===== config.mk =====
export PLATFORM = sky130hd
export DESIGN_NAME = int_divider_58by34
export DESIGN_NICKNAME = d
export VERILOG_FILES = /design/src/rtl/int_divider_58by34_pkg.sv /design/src/rtl/int_divider_58by34_step.sv /design/src/rtl/int_divider_58by34.sv
export SDC_FILE = /design/constraint.sdc
export NUM_CORES = 1
export LEC_CHECK = 0
export CAP_MARGIN = 15
export CORE_UTILIZATION = 52
export DETAILED_ROUTE_END_ITERATION = 6
export PLACE_DENSITY_LB_ADDON = 0.12
export SYNTH_ARGS = -nofsm -noshare
export SYNTH_HDL_FRONTEND = slang
export SYNTH_SLANG_ARGS = --single-unit

===== constraint.sdc =====
create_clock -name clk -period 3 [get_ports clk]
set_input_delay 0.3 -clock clk [delete_from_list [all_inputs] [get_ports clk]]
set_output_delay 0.3 -clock clk [all_outputs]
set_load 0.02 [all_outputs]

===== src/rtl/int_divider_58by34_pkg.sv =====
// Shared types and widths for the 58/34 iterative divider.
package int_divider_58by34_pkg;
  localparam int INT_DIV_A_W   = 24;
  localparam int INT_DIV_B_W   = 34;
  localparam int INT_DIV_P_W   = INT_DIV_A_W + INT_DIV_B_W;
  localparam int INT_DIV_CNT_W = $clog2(INT_DIV_A_W);

  typedef enum logic [1:0] {IDLE, CALC, DONE} int_div_state_t;
endpackage


===== src/rtl/int_divider_58by34_step.sv =====
// One radix-2 restoring step: shift in a dividend bit, conditionally subtract divisor.
// Combinational, zero latency; no flow control.
module int_div_step #(
  parameter int B_W = 34
) (
  input  logic [B_W-1:0] i_r,
  input  logic           i_qin,
  input  logic [B_W-1:0] i_d,
  output logic [B_W-1:0] o_r_next,
  output logic           o_qbit
);
  logic [B_W:0] w_t;
  logic [B_W:0] w_diff;

  assign w_t      = {i_r, i_qin};
  assign w_diff   = w_t - {1'b0, i_d};
  assign o_qbit   = (w_t >= {1'b0, i_d});
  // Partial remainder stays below the divisor, so the top bit is always zero here.
  assign o_r_next = B_W'(o_qbit ? w_diff : w_t);
endmodule


===== src/rtl/int_divider_58by34.sv =====
// Iterative 58/34 unsigned divider: 24-bit quotient, 34-bit remainder, one bit per cycle.
// Latency accept+25 (accept+1 on zero divisor/overflow); result held in DONE until out_ready.
module int_divider_58by34
  import int_divider_58by34_pkg::*;
#(
  parameter int A_W = INT_DIV_A_W,
  parameter int B_W = INT_DIV_B_W,
  parameter int P_W = A_W + B_W
) (
  input  logic           clk,
  input  logic           rst,
  input  logic           in_valid,
  output logic           in_ready,
  input  logic [P_W-1:0] dividend,
  input  logic [B_W-1:0] divisor,
  output logic           out_valid,
  input  logic           out_ready,
  output logic [A_W-1:0] quotient,
  output logic [B_W-1:0] remainder,
  output logic           div_zero,
  output logic           overflow
);
  localparam int CNT_W = $clog2(A_W);

  int_div_state_t r_state, w_state_nxt;
  logic [B_W-1:0]   r_d, r_r, w_r_nxt;
  logic [A_W-1:0]   r_q;
  logic [CNT_W-1:0] r_cnt;
  logic             r_div_zero, r_overflow;
  logic             w_qbit, w_accept;
  logic [B_W-1:0]   w_hi;

  assign w_hi      = dividend[P_W-1:A_W];
  assign in_ready  = (r_state == IDLE);
  assign out_valid = (r_state == DONE);
  assign w_accept  = in_valid && in_ready;

  assign quotient  = r_q;
  assign remainder = r_r;
  assign div_zero  = r_div_zero;
  assign overflow  = r_overflow;

  int_div_step #(.B_W(B_W)) u_step (
    .i_r      (r_r),
    .i_qin    (r_q[A_W-1]),
    .i_d      (r_d),
    .o_r_next (w_r_nxt),
    .o_qbit   (w_qbit)
  );

  always_ff @(posedge clk) begin
    if (rst) r_state <= IDLE;
    else     r_state <= w_state_nxt;
  end

  always_comb begin
    w_state_nxt = r_state;
    unique case (r_state)
      IDLE: if (w_accept) w_state_nxt = ((divisor == '0) || (w_hi >= divisor)) ? DONE : CALC;
      CALC: if (r_cnt == '0) w_state_nxt = DONE;
      DONE: if (out_ready) w_state_nxt = IDLE;
      default: w_state_nxt = IDLE;
    endcase
  end

  always_ff @(posedge clk) begin
    if (rst) begin
      r_d        <= '0;
      r_r        <= '0;
      r_q        <= '0;
      r_cnt      <= '0;
      r_div_zero <= 1'b0;
      r_overflow <= 1'b0;
    end else begin
      if (r_state == IDLE && w_accept) begin
        r_d        <= divisor;
        r_div_zero <= 1'b0;
        r_overflow <= 1'b0;
        if (divisor == '0) begin
          r_div_zero <= 1'b1;
          r_q        <= '1;
          r_r        <= '0;
        end else if (w_hi >= divisor) begin
          r_overflow <= 1'b1;
          r_q        <= '1;
          r_r        <= '0;
        end else begin
          r_r   <= w_hi;
          r_q   <= dividend[A_W-1:0];
          r_cnt <= CNT_W'(A_W - 1);
        end
      end else if (r_state == CALC) begin
        r_r   <= w_r_nxt;
        r_q   <= {r_q[A_W-2:0], w_qbit};
        r_cnt <= r_cnt - CNT_W'(1);
      end
    end
  end
endmodule

# Yosys cells after proc, flatten, opt, wreduce, memory -nomap -nowiden

Index checks and enable logic that the tools add are counted.

Add/subtract/negate cells: 2
Order comparisons: 2
Eq/ne operators: 7
Multiplexer cells: 21
Reduce and logical (&&, ||, !) cells: 9

Operators by type and width:

| kind                                              | number |
|---|---|
| 2-to-1 mux 34 bit                                 | 5 |
| 2-to-1 mux 24 bit                                 | 4 |
| greater-or-equal comparator 35 x 34 -> 1 bit      | 1 |
| greater-or-equal comparator 34 bit                | 1 |
| logical NOT 34 bit                                | 1 |
| subtractor 34 bit                                 | 1 |
| 2-to-1 mux 5 bit                                  | 4 |
| 2-to-1 mux 2 bit                                  | 4 |
| != test 2 bit (second input constant)             | 3 |
| one-hot mux 2 bit (3 select lines)                | 1 |
| AND reduction 3 bit                               | 2 |
| logical NOT 5 bit                                 | 1 |
| subtractor 5 x 1 -> 5 bit (second input constant) | 1 |
| != test 2 x 1 -> 1 bit (second input constant)    | 2 |
| 2-to-1 mux 1 bit                                  | 3 |
| == test 2 x 1 -> 1 bit (second input constant)    | 1 |
| == test 2 bit (second input constant)             | 1 |
| logical AND 1 bit                                 | 2 |
| logical NOT 2 bit                                 | 1 |
| nonzero test 2 bit                                | 1 |
| logical OR 1 bit                                  | 1 |

Bits in registers: 101
Output and inout bits: 62

# Depth between registers and ports, before layout

Depth after elaboration: 5
Mapped depth: 14

# Hierarchy

From an unflattened synthesis, not the netlist that was laid out.

Cells, all modules: 974
Area, all modules: 7568.5 µm²

Modules (own cells, without submodules):

| module             | instances | cells an instance | area an instance (µm²) | seq. area each (µm²) |
|---|---|---|---|---|
| int_divider_58by34 | 1         | 594               | 5089.9                 | 2021.9 |
| int_div_step       | 1         | 380               | 2478.6                 | 0.0 |

# Worst setup path after synthesis

Ideal clock, no wire load.

Path kind: register to register
From: register r_r[17], in the netlist remainder[17]
To: register r_r[12], in the netlist remainder[12]
Setup time: 132 ps
Arrival: 2664 ps
Required time: 2868 ps
Slack: 204 ps
Cell stages (with the launch flop): 13
Buffers on the path: 2
Path through: dfxtp_1 ha_1 buf_2 a21oi_1 o21a_1 o22ai_1 nor3_1 o211ai_2 a21oi_4 buf_6 mux2_4 a221oi_2 nor3_1

Word-level cells in the longest chain between the ends: 4

RTL lines:

| item                                         | RTL line                      | text |
|---|---|---|
| start, declared                              | int_divider_58by34.sv:26      | `logic [B_W-1:0] r_d, r_r, w_r_nxt;` |
| start signal, assigned                       | int_divider_58by34.sv:88      | `r_r <= w_hi;` |
| start signal, assigned                       | int_divider_58by34.sv:93      | `r_r <= w_r_nxt;` |
| greater-or-equal comparator 35 x 34 -> 1 bit | int_divider_58by34_step.sv:17 | `assign o_qbit = (w_t >= {1'b0, i_d});` |
| 2-to-1 mux 34 bit                            | int_divider_58by34_step.sv:19 | `assign o_r_next = B_W'(o_qbit ? w_diff : w_t);` |
| 2-to-1 mux 34 bit                            | int_divider_58by34.sv:92      | `end else if (r_state == CALC) begin` |
| 2-to-1 mux 34 bit                            | int_divider_58by34.sv:75      | `if (r_state == IDLE && w_accept) begin` |

No other way between the ends. The select of a mux whose other input is x is not followed.
A chain may end at the register's enable or synchronous reset.

# Final worst setup path

From: register r_d[1]
To: register r_r[6], in the netlist remainder[6]

Word-level cells in the longest chain between the ends: 4
Elaborated cells between the ends (all ways): 5
Classes of those cells: 1 x add/sub; 1 x order compare; 3 x mux

RTL lines:

| item                                                                                     | RTL line                                                     | text |
|---|---|---|
| start, declared                                                                          | int_divider_58by34.sv:26                                     |  |
| start signal, assigned                                                                   | int_divider_58by34.sv:76                                     | `r_d <= divisor;` |
| subtractor 34 bit / greater-or-equal comparator 35 x 34 -> 1 bit (equally long branches) | int_divider_58by34_step.sv:16, int_divider_58by34_step.sv:17 |  |
| 2-to-1 mux 34 bit *                                                                      | int_divider_58by34_step.sv:19                                |  |
| 2-to-1 mux 34 bit *                                                                      | int_divider_58by34.sv:92                                     |  |
| 2-to-1 mux 34 bit *                                                                      | int_divider_58by34.sv:75                                     |  |

Every way passes the cells marked *; elsewhere a longest branch is shown, timed or not. The select of a mux whose other input is x is not followed.

==> results.yml <==
status:
  status: "completed"
pwr:
  power.total_mw: 10.0
  seqPwrFrac: 0.191
  combPwrFrac: 0.686
  p_int_mw: 5.56
  ir_worst_vdd_v: 0.000646
  pwr-share-clk: 0.124
  p_sw_frac: 0.445
  power_density_mw_per_mm2: 947
  switching_power_mw: 4.45
  leakage_nw: 4.43
sta:
  period_needed_ns: 2.93
  relSlewSlack: 0.434
  maxSlewViolCount: 0
  max_freq_ghz: 0.341
  setup_slack_ns: 0.0714
  setup_viol: 0
  hold_viol: 0
  tightest_slew_ns: 0.849
  skew_ns: 0.0121
  period_share: 0.976
  rsz0062_at_grt: "true"
logic_synthesis:
  ys_types: 68
  synth-async-reset-ratio: 0
  yosysWarnings: 0
  synthFlopType: "dfxtp_1"
  ys_seq_elements: 101
  syn_inst: 910
  ys_seq_area_frac: 0.279
  synth_edf_count: 0
  synth_nets: 1077
  syn-cell-area_mm2: 0.00725
  syn-mean-instance-area_um2: 7.97
die:
  initial_utilization: 0.541
  fp.dieH_um: 120
  coreArea_mm2: 0.0134
  dieWidth_um: 120
  die-area_mm2: 0.0144
  boundaryPins: 158
  row_count: 42
placed_design:
  place_hpwl_mm: 17.2
  dp_slack_ns: -0.500
  place.gp.congestion: 0.941
  io_buffer_count: 157
final_layout:
  final_common_cell: "clkdlybuf4s50_1"
  area_growth_pct: 46.0
  drive_gt1_frac: 0.216
  mostFrequentLayoutCells: "clkdlybuf4s50_1 (156), nand2_1 (139), buf_4 (130)"
  nFillCells: 947
  seq_area_mm2: 0.00203
  multiInputGateArea_mm2: 0.00497
  num_antenna_cells: 0
  fin_nets: 1331
global_route:
  grt_pass1_vias: 7597
  grt-ovfl-total: 0
  grt_max_degree: 78
  grt_pass1_wl_mm: 37.3
  antenna_found_initial: 0
  track_usage: 0.325
cts:
  cts_tree: "yes"
  clkTransAtPathRegs_ns: 0.08
  cts_buffer_depth: 2
  cts-hold-fix-buffers: 0
  htreeDepth: 3
  root_buffer: "clkbuf_16"
  cts_sinks: 101
  clock_latency_ns: 0.37
  cts_buffers: 9
critical_path:
  end_kind: "flip-flop"
  rr_worst_depth: 12
  reg2reg_slack_ns: 0.07
  required_ns: 3.21
  critPathKind: "reg2reg"
  worstPathArrival_ns: 3.13
  startpoint_type: "flip-flop"
  r2r-start: "r_d[1]$_SDFFE_PP0P_"
  crit_fanout: 6
  crit_start: "r_d[1]$_SDFFE_PP0P_"
  worstReg2RegEnd: "remainder[6]$_SDFFE_PP0P_"
flow_run:
  maxCapViolations: 0
route:
  ant_nets: 0
  wl_per_cell_um: 17.8
  via_per_inst: 5.84
  drtIter0Drc: 659
  dr_total_vias: 7857
  drtPass1Iterations: 5
  post-route-drc-count: 0
  routed_wl_mm: 24.0
hold_path:
  min_path_type: "reg2reg"
  hold_depth: 2
  hold_start: "r_d[29]$_SDFFE_PP0P_"
  holdPathEnd: "r_d[29]$_SDFFE_PP0P_"
-- final cells by class --
| type | count | share of cell area |
|---|---|---|
| clock buffers | 9 | 0.0213 |
| flip-flops and latches | 101 | 0.192 |
| well taps | 176 | 0.0208 |
| repair buffers | 297 | 0.261 |
| clock inverters | 7 | 0.00840 |
| inverters | 76 | 0.0270 |
| multi-input cells | 679 | 0.470 |
-- cells in the mapped netlist (2+ instances only) --
cell	count	area share
buf_1	6	0.0031
nand4_1	14	0.012
nand2b_1	7	0.0060
mux2_4	6	0.012
o221ai_1	23	0.028
nor4_1	12	0.010
o22a_1	2	0.0024
o21bai_1	4	0.0041
dfxtp_1	101	0.28
a21o_2	2	0.0024
nor2b_1	6	0.0052
a211oi_1	25	0.026
clkbuf_1	32	0.017
buf_2	8	0.0055
nand3_1	10	0.0069
a21boi_0	2	0.0021
a22oi_1	2	0.0021
a221oi_2	22	0.046
o21ai_1	3	0.0021
mux2_2	4	0.0062
o32ai_1	2	0.0024
buf_6	5	0.0078
nor3_1	17	0.012
o21a_1	6	0.0062
a31oi_1	4	0.0035
a41oi_1	3	0.0036
and4_1	2	0.0024
and2_1	4	0.0035
a21oi_1	107	0.074
ha_1	70	0.12
inv_1	76	0.039
nor2_1	56	0.029
o211ai_2	2	0.0035
buf_4	3	0.0031
or2_2	4	0.0035
o211ai_1	3	0.0031
or3_1	3	0.0026
xnor2_1	17	0.021
o21ai_0	20	0.014
xor2_1	17	0.021
a221oi_1	14	0.017
nand2_1	140	0.073
o22ai_1	2	0.0017
a21o_1	18	0.019
-- critical path, stage by stage, from the launching register on --
cell      delay, ns
dfxtp_2        0.37
inv_2          0.05
ha_4           0.28
nand2b_4       0.07
a21oi_4        0.19
o41ai_4        0.09
o41a_4         0.54
o211ai_4       0.25
a21oi_4        0.17
and2_4         0.25
buf_12         0.15
a221oi_2       0.25
a211oi_1       0.12
-- metal layers --
metal,part of all wire,track usage,up-vias,wire length [um]
met4,0.020,0.0781,0,481
met1,0.43,0.419,3704,10200
met2,0.48,0.557,335,11500
met3,0.073,0.0580,36,1740
met5,0,0,-,0
li1,-,-,3782,-
-- power groups by stage --
stage | Sequential (mW) | Combinational, mW | Clock, mW
after floorplan | 2.16 | 3.75 | 0
after global placement | 1.90 | 6.14 | 0
final | 1.91 | 6.87 | 1.24
after CTS | 1.88 | 6.41 | 1.25
after detailed placement | 1.90 | 6.22 | 0
after global routing | 1.95 | 7.33 | 1.30
-- cell families (layout without fill, tap and decap cells) --
logic type / count (synthesis) / after routing / share of synthesized area
AO/OA/AOI/OAI: 281 / 282 / 0.287
buffers and inverters: 131 / 389 / 0.0775
XOR/XNOR: 34 / 34 / 0.0411
adder cells (fa/ha/maj): 71 / 71 / 0.124
flip-flops: 101 / 101 / 0.279
multiplexers: 10 / 10 / 0.0186
AND/OR/NAND/NOR: 282 / 282 / 0.173
-- through the flow --
stage	setup TNS, ns	hold slack, ns	utilization	cell area [um^2]	std cells
after floorplan	0	0.436	-	7250	910
after CTS	0	0.458	0.768	10300	1340
after global placement	-21.21	0.442	0.740	9920	1322
after global routing	-0.476	0.475	0.790	10600	1345
after detailed placement	-21.56	0.446	0.740	9920	1322
final	0	0.456	0.790	10600	1345
-- how the worst max path moves through the flow --
stage	end	slack [ns]	cells after the start
after global routing	remainder[13]$_SDFFE_PP0P_	-0.04	13
after global placement	remainder[0]$_SDFFE_PP0P_	-0.47	13
after floorplan	remainder[12]$_SDFFE_PP0P_	0.20	12
final	remainder[6]$_SDFFE_PP0P_	0.07	12
after detailed placement	remainder[0]$_SDFFE_PP0P_	-0.50	13
after CTS	remainder[27]$_SDFFE_PP0P_	0.00008	12
-- registers in the layout, indices dropped and copies added (netlist names) --
signal,count
div_zero,1
overflow,1
quotient,24
r_cnt,5
r_d,34
r_state,2
remainder,34
-- what timing repair did --
item	4_1_cts	5_1_grt
pin swaps	2	19
resized for setup	7	46
endpoints found under the setup margin	31	62
gates cloned	1	0
setup buffers	1	5
endpoints found under the hold margin	0	0
Note: power is estimated with default switching activity, not from simulation.
